--- src/rtl/board_generator_if.sv ---
// Control and cell-write bundle between the board generator, the top level
// that requests boards, and the initial-board storage it fills.
interface board_generator_if;
    logic        GENERATE;
    logic [4:0]  SIZE;
    logic [3:0]  COLOR_NUM;
    logic [15:0] SEED;
    logic        SEED_LOAD;
    logic        CELL_WE;
    logic [4:0]  CELL_ROW;
    logic [4:0]  CELL_COL;
    logic [2:0]  CELL_COLOR;
    logic        BUSY;
    logic        BOARD_READY;

    modport master (
        input  GENERATE, SIZE, COLOR_NUM, SEED, SEED_LOAD,
        output CELL_WE, CELL_ROW, CELL_COL, CELL_COLOR, BUSY, BOARD_READY
    );

    modport slave (
        output GENERATE, SIZE, COLOR_NUM, SEED, SEED_LOAD,
        input  CELL_WE, CELL_ROW, CELL_COL, CELL_COLOR, BUSY, BOARD_READY
    );
endinterface

--- src/rtl/board_generator.sv ---
// Pseudo-random starting-board generator: walks the board row-major and emits
// one (row, col, colour) write per cycle, colours drawn from a Galois LFSR.
module board_generator #(
    parameter logic [15:0] LFSR_RESET = 16'hACE1,
    parameter logic [15:0] LFSR_TAPS  = 16'hB400,
    parameter int          MAX_SIZE   = 26
) (
    input logic               CLOCK,
    input logic               RESET,
    board_generator_if.master bus
);
    typedef enum logic [1:0] {IDLE, FILL, FIX, DONE} state_t;

    state_t      state;
    logic [15:0] lfsr;
    logic [4:0]  size_l;
    logic [3:0]  nc;
    logic [2:0]  c0;
    logic        uniform;

    logic        vld_p1;
    logic [4:0]  row_p1;
    logic [4:0]  col_p1;
    logic [2:0]  color_p1;
    logic        busy_p1;
    logic        ready_p1;

    logic [15:0] lfsr_next;
    logic [15:0] lfsr_idle;
    logic [4:0]  size_in;
    logic [3:0]  nc_in;
    logic        first_cell;
    logic        last_col;
    logic        last_cell;
    logic        uniform_now;
    logic [2:0]  c0_now;

    function automatic logic [15:0] lfsr_step(input logic [15:0] v);
        return (v >> 1) ^ (v[0] ? LFSR_TAPS : 16'h0000);
    endfunction

    function automatic logic [2:0] mod_nc(input logic [3:0] v, input logic [3:0] n);
        logic [3:0] r;
        r = v % n;
        return r[2:0];
    endfunction

    function automatic logic [4:0] sat_size(input logic [4:0] v);
        if (v < 5'd2)
            return 5'd2;
        if (int'(v) > MAX_SIZE)
            return 5'(MAX_SIZE);
        return v;
    endfunction

    function automatic logic [3:0] sat_colors(input logic [3:0] v);
        if (v < 4'd2)
            return 4'd2;
        if (v > 4'd8)
            return 4'd8;
        return v;
    endfunction

    always_comb begin
        lfsr_next = lfsr_step(lfsr);
        lfsr_idle = lfsr_next;
        if (bus.SEED_LOAD)
            lfsr_idle = (bus.SEED == 16'h0000) ? LFSR_RESET : bus.SEED;
        size_in     = sat_size(bus.SIZE);
        nc_in       = sat_colors(bus.COLOR_NUM);
        first_cell  = (row_p1 == 5'd0) && (col_p1 == 5'd0);
        last_col    = (col_p1 == size_l - 5'd1);
        last_cell   = last_col && (row_p1 == size_l - 5'd1);
        c0_now      = first_cell ? color_p1 : c0;
        uniform_now = first_cell || (uniform && (color_p1 == c0));
    end

    // p1: registered cell-write stage, stable for the whole strobe cycle
    always_ff @(posedge CLOCK or posedge RESET) begin
        if (RESET) begin
            state    <= IDLE;
            lfsr     <= LFSR_RESET;
            size_l   <= 5'd0;
            nc       <= 4'd0;
            c0       <= 3'd0;
            uniform  <= 1'b0;
            vld_p1   <= 1'b0;
            row_p1   <= 5'd0;
            col_p1   <= 5'd0;
            color_p1 <= 3'd0;
            busy_p1  <= 1'b0;
            ready_p1 <= 1'b0;
        end else begin
            case (state)
                IDLE, DONE: begin
                    lfsr <= lfsr_idle;
                    if (bus.GENERATE) begin
                        state    <= FILL;
                        size_l   <= size_in;
                        nc       <= nc_in;
                        uniform  <= 1'b0;
                        vld_p1   <= 1'b1;
                        row_p1   <= 5'd0;
                        col_p1   <= 5'd0;
                        color_p1 <= mod_nc({1'b0, lfsr_idle[2:0]}, nc_in);
                        busy_p1  <= 1'b1;
                        ready_p1 <= 1'b0;
                    end
                end
                FILL: begin
                    lfsr    <= lfsr_next;
                    c0      <= c0_now;
                    uniform <= uniform_now;
                    if (last_cell) begin
                        if (uniform_now) begin
                            // A single-colour board would already be solved.
                            state    <= FIX;
                            row_p1   <= 5'd0;
                            col_p1   <= 5'd1;
                            color_p1 <= mod_nc({1'b0, c0} + 4'd1, nc);
                        end else begin
                            state    <= DONE;
                            vld_p1   <= 1'b0;
                            row_p1   <= 5'd0;
                            col_p1   <= 5'd0;
                            color_p1 <= 3'd0;
                            busy_p1  <= 1'b0;
                            ready_p1 <= 1'b1;
                        end
                    end else begin
                        if (last_col) begin
                            col_p1 <= 5'd0;
                            row_p1 <= row_p1 + 5'd1;
                        end else begin
                            col_p1 <= col_p1 + 5'd1;
                        end
                        color_p1 <= mod_nc({1'b0, lfsr_next[2:0]}, nc);
                    end
                end
                FIX: begin
                    state    <= DONE;
                    vld_p1   <= 1'b0;
                    row_p1   <= 5'd0;
                    col_p1   <= 5'd0;
                    color_p1 <= 3'd0;
                    busy_p1  <= 1'b0;
                    ready_p1 <= 1'b1;
                end
                default: state <= IDLE;
            endcase
        end
    end

    assign bus.CELL_WE     = vld_p1;
    assign bus.CELL_ROW    = row_p1;
    assign bus.CELL_COL    = col_p1;
    assign bus.CELL_COLOR  = color_p1;
    assign bus.BUSY        = busy_p1;
    assign bus.BOARD_READY = ready_p1;
endmodule
--- src/flat_wrapper.sv ---
// flat-port wrapper written by rule: the top's interface ports become plain ports
module board_generator_flat 
#(
    parameter logic [15:0] LFSR_RESET = 16'hACE1,
    parameter logic [15:0] LFSR_TAPS  = 16'hB400,
    parameter int          MAX_SIZE   = 26
)
  (CLOCK, RESET, bus_GENERATE, bus_SIZE, bus_COLOR_NUM, bus_SEED, bus_SEED_LOAD, bus_CELL_WE, bus_CELL_ROW, bus_CELL_COL, bus_CELL_COLOR, bus_BUSY, bus_BOARD_READY);
  board_generator_if bus_i ();
  input logic CLOCK;
  input logic RESET;
  input wire logic [$bits(bus_i.GENERATE)-1:0] bus_GENERATE;
  input wire logic [$bits(bus_i.SIZE)-1:0] bus_SIZE;
  input wire logic [$bits(bus_i.COLOR_NUM)-1:0] bus_COLOR_NUM;
  input wire logic [$bits(bus_i.SEED)-1:0] bus_SEED;
  input wire logic [$bits(bus_i.SEED_LOAD)-1:0] bus_SEED_LOAD;
  output wire logic [$bits(bus_i.CELL_WE)-1:0] bus_CELL_WE;
  output wire logic [$bits(bus_i.CELL_ROW)-1:0] bus_CELL_ROW;
  output wire logic [$bits(bus_i.CELL_COL)-1:0] bus_CELL_COL;
  output wire logic [$bits(bus_i.CELL_COLOR)-1:0] bus_CELL_COLOR;
  output wire logic [$bits(bus_i.BUSY)-1:0] bus_BUSY;
  output wire logic [$bits(bus_i.BOARD_READY)-1:0] bus_BOARD_READY;
  assign bus_i.GENERATE = bus_GENERATE;
  assign bus_i.SIZE = bus_SIZE;
  assign bus_i.COLOR_NUM = bus_COLOR_NUM;
  assign bus_i.SEED = bus_SEED;
  assign bus_i.SEED_LOAD = bus_SEED_LOAD;
  assign bus_CELL_WE = bus_i.CELL_WE;
  assign bus_CELL_ROW = bus_i.CELL_ROW;
  assign bus_CELL_COL = bus_i.CELL_COL;
  assign bus_CELL_COLOR = bus_i.CELL_COLOR;
  assign bus_BUSY = bus_i.BUSY;
  assign bus_BOARD_READY = bus_i.BOARD_READY;
  board_generator #(.LFSR_RESET(LFSR_RESET), .LFSR_TAPS(LFSR_TAPS), .MAX_SIZE(MAX_SIZE)) u_core (.CLOCK(CLOCK), .RESET(RESET), .bus(bus_i));
endmodule
--- config.mk ---
export PLATFORM = sky130hd
export DESIGN_NAME = board_generator_flat
export DESIGN_NICKNAME = d
export VERILOG_FILES = /design/src/rtl/board_generator_if.sv /design/src/rtl/board_generator.sv /design/src/flat_wrapper.sv
export SDC_FILE = /design/constraint.sdc
export NUM_CORES = 1
export LEC_CHECK = 0
export ABC_AREA = 1
export CORE_MARGIN = 2
export CORE_UTILIZATION = 55
export CTS_CLUSTER_SIZE = 20
export DETAILED_ROUTE_END_ITERATION = 12
export PLACE_DENSITY_LB_ADDON = 0.3
export REMOVE_ABC_BUFFERS = 1
export SLEW_MARGIN = 30
export SYNTH_ARGS = -nofsm -noshare
export SYNTH_HDL_FRONTEND = slang
export SYNTH_SLANG_ARGS = --single-unit
--- constraint.sdc ---
create_clock -name CLOCK -period 4.85 [get_ports CLOCK]
set_input_delay 0.97 -clock CLOCK [delete_from_list [all_inputs] [get_ports CLOCK]]
set_output_delay 0.97 -clock CLOCK [all_outputs]
set_load 0.02 [all_outputs]
==> impl_results.md, run 1 <==
* Max Cap Viol at 0
* Starting Density at 0.568
* Tcrit/Tclk final at 0.941
* Share of cells above drive strength 1 at 0.0754
* Post-synthesis mux area share at 0
* Pre-Repair DR Iteration Count at 4
* Non-Filler Instances at 749
* Unrepaired setup endpoints after global routing: false
* Max Slew Vio Count at 0
* Routed wire per std cell at 12.9 um
* Mean Syn Cell Area at 6.85 um^2
* Critical path endpoint category: register
* Tmin final at 4.56 ns
* Hold Path Class: register to register
* Number of synthesized flops with an enable pin at 0
* First-iteration detailed-routing DRC count at 317
* Worst-skew pair later-pin latency at 0.31 ns
* Final GP Congestion at 0.888
* Fmax at 219 MHz
* Fill count at 632
* Register bit total from synthesis at 46
* Adder-Cell Fraction of Synth Area at 0.143
* Crit Path Category: input port to register
* Simple-gate share of the synthesized area at 0.308
* Post-Synth XOR/XNOR Area at 0.0364
* Area Overhead vs Synth at 17.9%
* Largest net degree at the start of global routing at 47
* Antenna cells at 0
* Hold Vio Cnt, Final at 0
* Synth Instances at 598
* First-pass GRT wire length at 16800 um
* Die area at 8150 um^2
* Worst Slack Setup Final at 0.285 ns
* Clk root buf: clkbuf_8
* FFs w/ async S/R, synth at 1.00
* Peak fanout along the critical path at 4
* Die Wd at 90.3 um
* Top FF cell, synth: dfrtp_1
* Placed cell count at 740
* Cell Area, Synth at 4100 um^2
* Hold_ws at 0.494 ns
* Relative slew slack at 0.595
* Die Y at 90.3 um
* Via density at 5.40
* DR DRC count at 0
* Via count at 4044
* Largest family of logic cells by synthesized area: simple AND/OR/NAND/NOR gates
* Slew at the pin closest to its max-slew limit at 0.607 ns
* Global Route Usage Sum at 0.247
* Post-route ant nets at 0
* Fin util at 0.669
* CTS tree: built
* Cts hold-fix bufs at 0
* Vias in the first global route at 3834
* Final setup fails at 0
* Fin nets at 723
* HPWL Detailed at 7450 um
* Status: completed
* Netlist cell types at 38
* Ys Warns at 0
* Place WS at -0.0346 ns
* Initial antenna violation count at 0
* Core area at 7210 um^2
* Core Rows at 31
* Worst Path Arrival at 4.77 ns
* Synth Area in Compound Gates at 0.126
* Clock-pin slew on the worst setup and hold paths at 0.09 ns
* Port-buffer cells at 44
* # IOs at 45
* CP Data Required Time at 5.05 ns
* Worst clock skew at 0.00851 ns
* Sequential share of the synthesized area at 0.284
* GR Overflow Total at 0
* Clk sinks at 46
* Crit path launch type: input port
* Max H-tree Level at 2
* CTS Buffer Depth at 2
* CTS Buf Count at 5
* Final WL at 9660 um
[placed cells by master, fill, tap and decap left out, drive strengths merged, types with 6 or more instances in the layout]
cell type and n:
inv 99, o22ai 8, a21oi 23, nand2 174
clkdlybuf4s50 44, nand4 8, nor3 6, clkbuf 6
dfstp 8, dfrtp 38, xnor2 7, o221ai 6
nor2 42, nand3 54, o21ai 49, buf 8
xor2 10, ha 42
[registers in the layout, indices dropped and copies added (netlist names)]
name and cells:
u_core.bus.CELL_ROW 5, u_core.size_l 5, u_core.bus.CELL_COLOR 3, u_core.lfsr 16
u_core.c0 3, u_core.bus.BOARD_READY 1, u_core.uniform 1, u_core.nc 4
u_core.bus.BUSY 1, u_core.state 2, u_core.bus.CELL_COL 5
[metal layers]
layer / wire length, um / GRT usage
met3: 358 / 0.0225
met4: 207 / 0.0949
met1: 4220 / 0.312
met5: 0 / 0
met2: 4880 / 0.439
[metrics by stage]
stage | TNS (ns) | area [um^2]
global placement | 0 | 4680
CTS | 0 | 4820
finish | 0 | 4830
floorplan | 0 | 4060
detailed placement | -0.0786 | 4680
global route | 0 | 4830
[repair_timing]
action	4_1_cts	5_1_grt
buffers inserted	0	1
endpoints found under the setup margin	0	3
gates resized for setup	0	2
[worst paths after layout]
check	start	endpoint	slack [ns]	cells after the start
min	u_core.lfsr[5]	u_core.lfsr[5]	0.49	2
max in group asynchronous	RESET	u_core.bus.CELL_COL[1]	3.32	3
max reg2reg	u_core.c0[0]	u_core.bus.CELL_COLOR[2]	0.53	30
min reg2reg	u_core.lfsr[5]	u_core.lfsr[5]	0.49	2
min in group asynchronous	RESET	u_core.lfsr[14]	1.11	3
max	bus_COLOR_NUM[2]	u_core.bus.CELL_COLOR[2]	0.29	24
[area by class of cell]
type	instances	area (um^2)	area share
clock buffer	6	82.6	0.0171
clock inverter	2	60.1	0.0124
inverter	102	383	0.0793
multi-input combinational	442	2520	0.521
sequential	46	1160	0.240
tap	99	124	0.0257
timing repair buffer	52	500	0.104
[cells by family after synthesis]
family                     count (synthesis)
other                                      1
and+or+nand+nor                          287
buffers and inverters                    110
xor gates and xnor gates                  17
AOI/OAI and AO/OA                         92
adders and majority gates                 45
DFF                                       46
[worst max-delay path, stage by stage]
cell	delay, ns
clkdlybuf4s50_1	0.53
nor2_1	0.07
nor2_1	0.15
inv_1	0.08
ha_1	0.33
nor2_1	0.13
xor2_1	0.16
a21oi_1	0.08
ha_1	0.34
nand2_1	0.06
or2_2	0.28
nand3_1	0.12
inv_1	0.10
nand2_1	0.09
nand2_1	0.10
fa_2	0.39
a21oi_1	0.14
o21bai_1	0.08
nand2_1	0.06
nand2_1	0.10
inv_1	0.12
nand3_1	0.08
a21oi_1	0.13
a21oi_1	0.08
[synthesized netlist by cell type, types with 6 or more instances]
cell | n | area [um^2]
ha_1 | 42 | 526
o22ai_1 | 7 | 43.8
xor2_1 | 10 | 87.6
nand4_1 | 8 | 50.1
o21ai_1 | 6 | 30.0
a21oi_1 | 23 | 115
o21ai_0 | 43 | 215
dfstp_2 | 8 | 210
nor2_1 | 37 | 139
nand3_1 | 52 | 260
dfrtp_1 | 38 | 951
o221ai_1 | 6 | 52.6
inv_2 | 6 | 22.5
inv_1 | 94 | 353
xnor2_1 | 7 | 61.3
nand2_1 | 167 | 627
Power of run 1 is not shown: default switching activity piles up to over one toggle a cycle in this logic, so the estimate is an artifact.
==> run 2, diff against run 1 <==
Settings changed: CAP_MARGIN set to 30.
==> results of run 2 <==
Same layout as run 1: the final DEF is identical, and so are final timing and power.
Power of run 2 is left out for the same reason.
